File: src/rtl/ascii_to_ps2_tx.sv
// ascii_to_ps2_tx: ASCII to PS/2 Set-2 keystroke (make, F0, make) device-side transmitter; define PS2_TX_HOST_INHIBIT_EN for host clock-inhibit handling via PS2_CLK_IN.
module ascii_to_ps2_tx #(
   parameter int CLK_HALF   = 2000,
   parameter int GAP_CYCLES = 5000
) (
   input  logic       CLK,
   input  logic       RSTn,
   input  logic [7:0] ASCII_Data,
   input  logic       ASCII_Valid,
`ifdef PS2_TX_HOST_INHIBIT_EN
   input  logic       PS2_CLK_IN,
`endif
   output logic       Busy,
   output logic       Done_Sig,
   output logic       Unmapped_Sig,
   output logic       PS2_CLK_OUT,
   output logic       PS2_DAT_OUT
);
   localparam int HW = $clog2(CLK_HALF + 1);
   localparam int GW = $clog2(GAP_CYCLES + 1);
   localparam logic [HW-1:0] HALF_M1 = HW'(CLK_HALF - 1);
   localparam logic [HW-1:0] HALF_M2 = HW'(CLK_HALF > 1 ? CLK_HALF - 2 : 0);
   localparam logic [GW-1:0] GAP_M1 = GW'(GAP_CYCLES - 1);
   typedef enum logic [1:0] {IDLE, SEND, GAP, DONE} state_t;
   state_t        state_q, state_d;
   logic [7:0]    code_q, code_d;
   logic [1:0]    frame_q, frame_d;
   logic [3:0]    bit_q, bit_d;
   logic          ph_q, ph_d;
   logic [HW-1:0] hcnt_q, hcnt_d;
   logic [GW-1:0] gcnt_q, gcnt_d;
   logic          unm_q, unm_d;
   logic          pclk_q, pclk_d;
   logic          pdat_q, pdat_d;
   logic [7:0]    up, scan, tx_byte;
   logic [10:0]   frame_bits;
   logic          mapped, half_end, done_go, line_hi, inhibit;
`ifdef PS2_TX_HOST_INHIBIT_EN
   logic [1:0]    sync_q, sync_d;
   assign sync_d  = {sync_q[0], PS2_CLK_IN};
   assign line_hi = sync_q[1];
   always_ff @(posedge CLK or negedge RSTn) begin
      if (!RSTn) sync_q <= 2'b11;
      else sync_q <= sync_d;
   end
`else
   assign line_hi = 1'b1;
`endif
   always_comb begin
      up = (ASCII_Data >= 8'h61 && ASCII_Data <= 8'h7A) ? ASCII_Data - 8'h20 : ASCII_Data;
      scan = 8'h00;
      mapped = 1'b1;
      case (up)
         8'h30: scan = 8'h45;
         8'h31: scan = 8'h16;
         8'h32: scan = 8'h1E;
         8'h33: scan = 8'h26;
         8'h34: scan = 8'h25;
         8'h35: scan = 8'h2E;
         8'h36: scan = 8'h36;
         8'h37: scan = 8'h3D;
         8'h38: scan = 8'h3E;
         8'h39: scan = 8'h46;
         8'h41: scan = 8'h1C;
         8'h42: scan = 8'h32;
         8'h43: scan = 8'h21;
         8'h44: scan = 8'h23;
         8'h45: scan = 8'h24;
         8'h46: scan = 8'h2B;
         8'h47: scan = 8'h34;
         8'h48: scan = 8'h33;
         8'h49: scan = 8'h43;
         8'h4A: scan = 8'h3B;
         8'h4B: scan = 8'h42;
         8'h4C: scan = 8'h4B;
         8'h4D: scan = 8'h3A;
         8'h4E: scan = 8'h31;
         8'h4F: scan = 8'h44;
         8'h50: scan = 8'h4D;
         8'h51: scan = 8'h15;
         8'h52: scan = 8'h2D;
         8'h53: scan = 8'h1B;
         8'h54: scan = 8'h2C;
         8'h55: scan = 8'h3C;
         8'h56: scan = 8'h2A;
         8'h57: scan = 8'h1D;
         8'h58: scan = 8'h22;
         8'h59: scan = 8'h35;
         8'h5A: scan = 8'h1A;
         default: mapped = 1'b0;
      endcase
   end
   always_comb begin
      state_d = state_q;
      code_d = code_q;
      frame_d = frame_q;
      bit_d = bit_q;
      ph_d = ph_q;
      hcnt_d = hcnt_q;
      gcnt_d = gcnt_q;
      unm_d = 1'b0;
      half_end = hcnt_q == HALF_M1;
      inhibit = !ph_q && !line_hi && bit_q != 4'd10;
      done_go = frame_q == 2'd2 && bit_q == 4'd10 &&
                (CLK_HALF == 1 ? !ph_q && half_end : ph_q && hcnt_q == HALF_M2);
      case (state_q)
         IDLE: if (ASCII_Valid) begin
            unm_d = !mapped;
            code_d = scan;
            frame_d = 2'd0;
            state_d = mapped ? SEND : IDLE;
         end
         SEND: begin
            hcnt_d = half_end ? '0 : hcnt_q + 1'b1;
            ph_d = ph_q ^ half_end;
            bit_d = bit_q + {3'd0, half_end & ph_q};
            if (inhibit) state_d = GAP;
            else if (done_go) state_d = DONE;
            else if (half_end && ph_q && bit_q == 4'd10) begin
               state_d = GAP;
               frame_d = frame_q + 2'd1;
            end
         end
         GAP: begin
            gcnt_d = line_hi ? gcnt_q + 1'b1 : '0;
            if (line_hi && gcnt_q == GAP_M1) state_d = SEND;
         end
         default: state_d = IDLE;
      endcase
      if (state_d != state_q) begin
         hcnt_d = '0;
         gcnt_d = '0;
         bit_d = 4'd0;
         ph_d = 1'b0;
      end
      // DONE overlaps the stop bit's final low cycle so the keystroke ends exactly on it
      tx_byte = frame_d == 2'd1 ? 8'hF0 : code_d;
      frame_bits = {1'b1, ~^tx_byte, tx_byte, 1'b0};
      pdat_d = state_d == SEND ? frame_bits[bit_d] : 1'b1;
      pclk_d = !(state_d == DONE || (state_d == SEND && ph_d));
   end
   always_ff @(posedge CLK or negedge RSTn) begin
      if (!RSTn) begin
         state_q <= IDLE;
         code_q <= 8'h00;
         frame_q <= 2'd0;
         bit_q <= 4'd0;
         ph_q <= 1'b0;
         hcnt_q <= '0;
         gcnt_q <= '0;
         unm_q <= 1'b0;
         pclk_q <= 1'b1;
         pdat_q <= 1'b1;
      end else begin
         state_q <= state_d;
         code_q <= code_d;
         frame_q <= frame_d;
         bit_q <= bit_d;
         ph_q <= ph_d;
         hcnt_q <= hcnt_d;
         gcnt_q <= gcnt_d;
         unm_q <= unm_d;
         pclk_q <= pclk_d;
         pdat_q <= pdat_d;
      end
   end
   assign Busy = state_q != IDLE;
   assign Done_Sig = state_q == DONE;
   assign Unmapped_Sig = unm_q;
   assign PS2_CLK_OUT = pclk_q;
   assign PS2_DAT_OUT = pdat_q;
endmodule

File: config.mk
export PLATFORM = sky130hd
export DESIGN_NAME = ascii_to_ps2_tx
export DESIGN_NICKNAME = d
export VERILOG_FILES = /design/src/rtl/ascii_to_ps2_tx.sv
export SDC_FILE = /design/constraint.sdc
export NUM_CORES = 1
export LEC_CHECK = 0
export CORE_AREA = 4 4 79 118
export CTS_CLUSTER_SIZE = 10
export DETAILED_ROUTE_END_ITERATION = 6
export DIE_AREA = 0 0 83 122
export PLACE_DENSITY = 0.59
export RECOVER_POWER = 50
export SLEW_MARGIN = 20
export SYNTH_ARGS = -nofsm -noshare
export SYNTH_HDL_FRONTEND = slang
export SYNTH_SLANG_ARGS = --single-unit
File: constraint.sdc
create_clock -name CLK -period 5.4 [get_ports CLK]
set_input_delay 0.81 -clock CLK [delete_from_list [all_inputs] [get_ports CLK]]
set_output_delay 0.81 -clock CLK [all_outputs]
set_load 0.02 [all_outputs]
==> impl_metrics.json <==
{
  "synth_edf_count": 0,
  "worstSetupPathType": "in2reg",
  "syn_area_um2": 3270,
  "r2r-start": "hcnt_q[0]$_DFFE_PN0P_",
  "via_per_inst": 5.73,
  "synth-warning-count": 0,
  "grt_pass1_vias": 2883,
  "crit_fanout": 23,
  "post_cts_buffers": 0,
  "fmax_ghz": 0.244,
  "power_w": 0.000721,
  "swShare_pct": 24.9,
  "drc": 0,
  "leakagePower_nw": 1.48,
  "port_buffers": 15,
  "holdPathEnd": "hcnt_q[10]$_DFFE_PN0P_",
  "grt_max_degree": 45,
  "num_rows": 41,
  "power_switching_w": 0.000179,
  "ff2ff_path_depth": 14,
  "wl_mm": 7.69,
  "outcome": "finished with violations",
  "startpoint_type": "input pin",
  "clock_sinks": 44,
  "routabilityCongestion": 0.916,
  "synth_top_flop_cell": "dfrtp_1",
  "regToRegSetupSlack_ps": 2000,
  "synth_seq_cells": 44,
  "cp_top_family": "compound AO/OA/AOI/OAI gates",
  "grt_use_total_pct": 15.9,
  "rsz0062_at_grt": "false",
  "final.period_utilization_pct": 76.0,
  "period_needed_ps": 4110,
  "worstPathArrival_ps": 4320,
  "firstDrtPassIters": 4,
  "cts_resized": 0,
  "yosys.area_share.simple_pct": 27.8,
  "die_h_um": 122,
  "synth_fa_ha_area_share_pct": 3.06,
  "num_vias": 2912,
  "async_flop_share_pct": 100,
  "failed_checks": "max-capacitance violations, max-slew violations",
  "ys_types": 70,
  "htree_levels": 2,
  "cts_tree": "built",
  "crit_chain": "clkdlybuf4s50_1, a21oi_2, o221ai_4, o311ai_1, nand2_1, a221oi_2, a21oi_1, xnor2_1, xnor3_1, and3_1, o211ai_2",
  "path_buf_inv": 1,
  "syn_inst": 394,
  "synth_area_leader_cell": "dfrtp_1",
  "finalSetupViolations": 0,
  "dp_hpwl_mm": 5.75,
  "cts_root_buf": "clkbuf_16",
  "insertion_delay_ps": 290,
  "hold_buffers": 0,
  "holdPathStages": 1,
  "worst_path_largest_cell_delay_ps": 810,
  "finalMaxSlewViolations": 45,
  "pwr-share-comb_pct": 10.8,
  "power_density_nw_per_um2": 198,
  "syn_area_per_cell_um2": 8.29,
  "grt_pass1_wl_mm": 13.3,
  "ant_nets": 0,
  "yosysSeqAreaShare_pct": 33.8,
  "place_area_um2": 3480,
  "clk_pin_slew_ps": 60,
  "drive_gt1_share_pct": 7.98,
  "endpoint_kind": "flip-flop",
  "required_ps": 5620,
  "num_antenna_cells": 0,
  "drt-initial-drc-count": 144,
  "antenna_found_initial": 0,
  "clock_power_share_pct": 43.4,
  "yosys.area_share.xor_xnor_pct": 6.32,
  "maxCapViolCount": 1,
  "pin_count": 16,
  "tns_ps": 0,
  "synth_compound_area_share_pct": 22.4,
  "cts.path.max_buffers": 2,
  "clock_skew_ps": 4.77,
  "final_cell_area_um2": 3630,
  "dp_cells": 500,
  "die_w_um": 83,
  "final_nets": 419,
  "slew_headroom_pct": -53.8,
  "dieArea_um2": 10100,
  "path_depth": 11,
  "grt_overflow": 0,
  "finalHoldViolations": 0,
  "synth_top_family_by_area": "simple AND/OR/NAND/NOR gates",
  "drt-wirelength-per-cell_um": 15.1,
  "reg2reg_to": "gcnt_q[9]$_DFFE_PN0P_",
  "cts_made_buffers": 5,
  "hp-start": "hcnt_q[10]$_DFFE_PN0P_",
  "core-area_um2": 8310,
  "worst_path_max_delay_cell": "clkdlybuf4s50_1",
  "worst_pin_slew_ps": 2310,
  "synthMuxAreaShare_pct": 1.84,
  "area_delta_synth_final_pct": 11.3,
  "synth_area_leaders": "dfrtp_1, nor2_1, nand2_1, o21ai_0, a21oi_1",
  "ir_drop_uv": 183,
  "synth.top_cell.area_share_pct": 32.2,
  "internal_power_w": 0.000542,
  "start_util_pct": 39.3,
  "hold_path_class": "reg2reg",
  "sequentialPowerShare_pct": 45.7,
  "fin_cells": 508,
  "syn-num-nets": 413
}
## layer usage
layer  track usage [%]  share of wire (%)  wire (µm)
met1              17.8                 41       3140
met2              29.4                 53       4080
met3              1.83                2.7        209
met4              8.08                3.4        264
met5                 0                  0          0
## logic make-up after synthesis
kind of cell | Yosys count
multiplexers | 6
buffers and inverters | 37
XOR/XNOR | 22
AND/OR/NAND/NOR | 172
adder cells (fa/ha/maj) | 8
flip-flops | 44
AO/OA/AOI/OAI | 105
## power groups by stage
stage | logic [W] | registers, W | clock network (W)
2_1_floorplan | 0.0000525 | 0.000336 | 0
3_3_place_gp | 0.0000780 | 0.000336 | 0
3_5_place_dp | 0.0000776 | 0.000336 | 0
4_1_cts | 0.0000778 | 0.000330 | 0.000320
5_1_grt | 0.0000861 | 0.000329 | 0.000333
6_report | 0.0000781 | 0.000330 | 0.000313
## per-stage QoR
| stage | utilization, % | worst slack, ps | hold WS [ps] |
|---|---|---|---|
| after floorplan | - | 2160 | 448 |
| after global placement | 41.9 | 1140 | 470 |
| after detailed placement | 41.9 | 1050 | 492 |
| after CTS | 43.8 | 1350 | 499 |
| after global routing | 43.7 | 1070 | 532 |
| final | 43.7 | 1290 | 496 |
## synth_stat cells (all sizes together) (3+ instances only)
cell / count
o21ai: 29
xor2: 14
o31ai: 3
a21o: 3
nor2b: 7
nand2: 37
xnor2: 7
nand3: 18
a21oi: 27
a211o: 3
o41ai: 4
or2: 3
nand4: 11
buf: 15
nand2b: 6
nor3b: 3
clkbuf: 6
a221oi: 4
nor2: 44
and2: 4
nor3: 8
and3: 6
nor4bb: 7
o211ai: 3
a31oi: 5
nor4: 5
o22ai: 8
or3: 5
inv: 16
ha: 8
mux2i: 6
dfrtp: 42
## worst max path at each step
| stage | startpoint | to | slack [ps] |
|---|---|---|---|
| floorplan | ASCII_Data[5] | PS2_DAT_OUT$_DFF_PN1_ | 2160 |
| global placement | ASCII_Data[2] | PS2_DAT_OUT$_DFF_PN1_ | 1140 |
| detailed placement | ASCII_Data[2] | PS2_DAT_OUT$_DFF_PN1_ | 1050 |
| CTS | ASCII_Data[2] | PS2_DAT_OUT$_DFF_PN1_ | 1350 |
| global route | ASCII_Data[2] | PS2_DAT_OUT$_DFF_PN1_ | 1070 |
| finish | ASCII_Data[2] | PS2_DAT_OUT$_DFF_PN1_ | 1290 |
## placed cells by master, fill, tap and decap left out, types with 11 or more instances in the layout
| master | instances |
|---|---|
| nor2_1 | 44 |
| dfrtp_1 | 42 |
| nand2_1 | 37 |
| nand3_1 | 17 |
| inv_1 | 15 |
| clkdlybuf4s50_1 | 13 |
| xor2_1 | 14 |
| o21ai_0 | 27 |
| nand4_1 | 11 |
| a21oi_1 | 25 |
## registers in the layout, indices dropped and copies added, names as in the netlist
| register | flops |
|---|---|
| gcnt_q | 13 |
| hcnt_q | 11 |
| code_q | 8 |
| bit_q | 4 |
| frame_q | 2 |
| state_q | 2 |
| PS2_CLK_OUT | 1 |
| PS2_DAT_OUT | 1 |
| Unmapped_Sig | 1 |
| ph_q | 1 |
## final cells by class
cell class                 count  area, µm²
clock inverter                 2       15.0
fill                         880       4680
timing repair buffer          20        181
tap                          107        134
inverter                      16       60.1
sequential                    44       1100
multi-input combinational    313       2000
clock buffer                   6        139
Power figures use the tool's default switching activity.
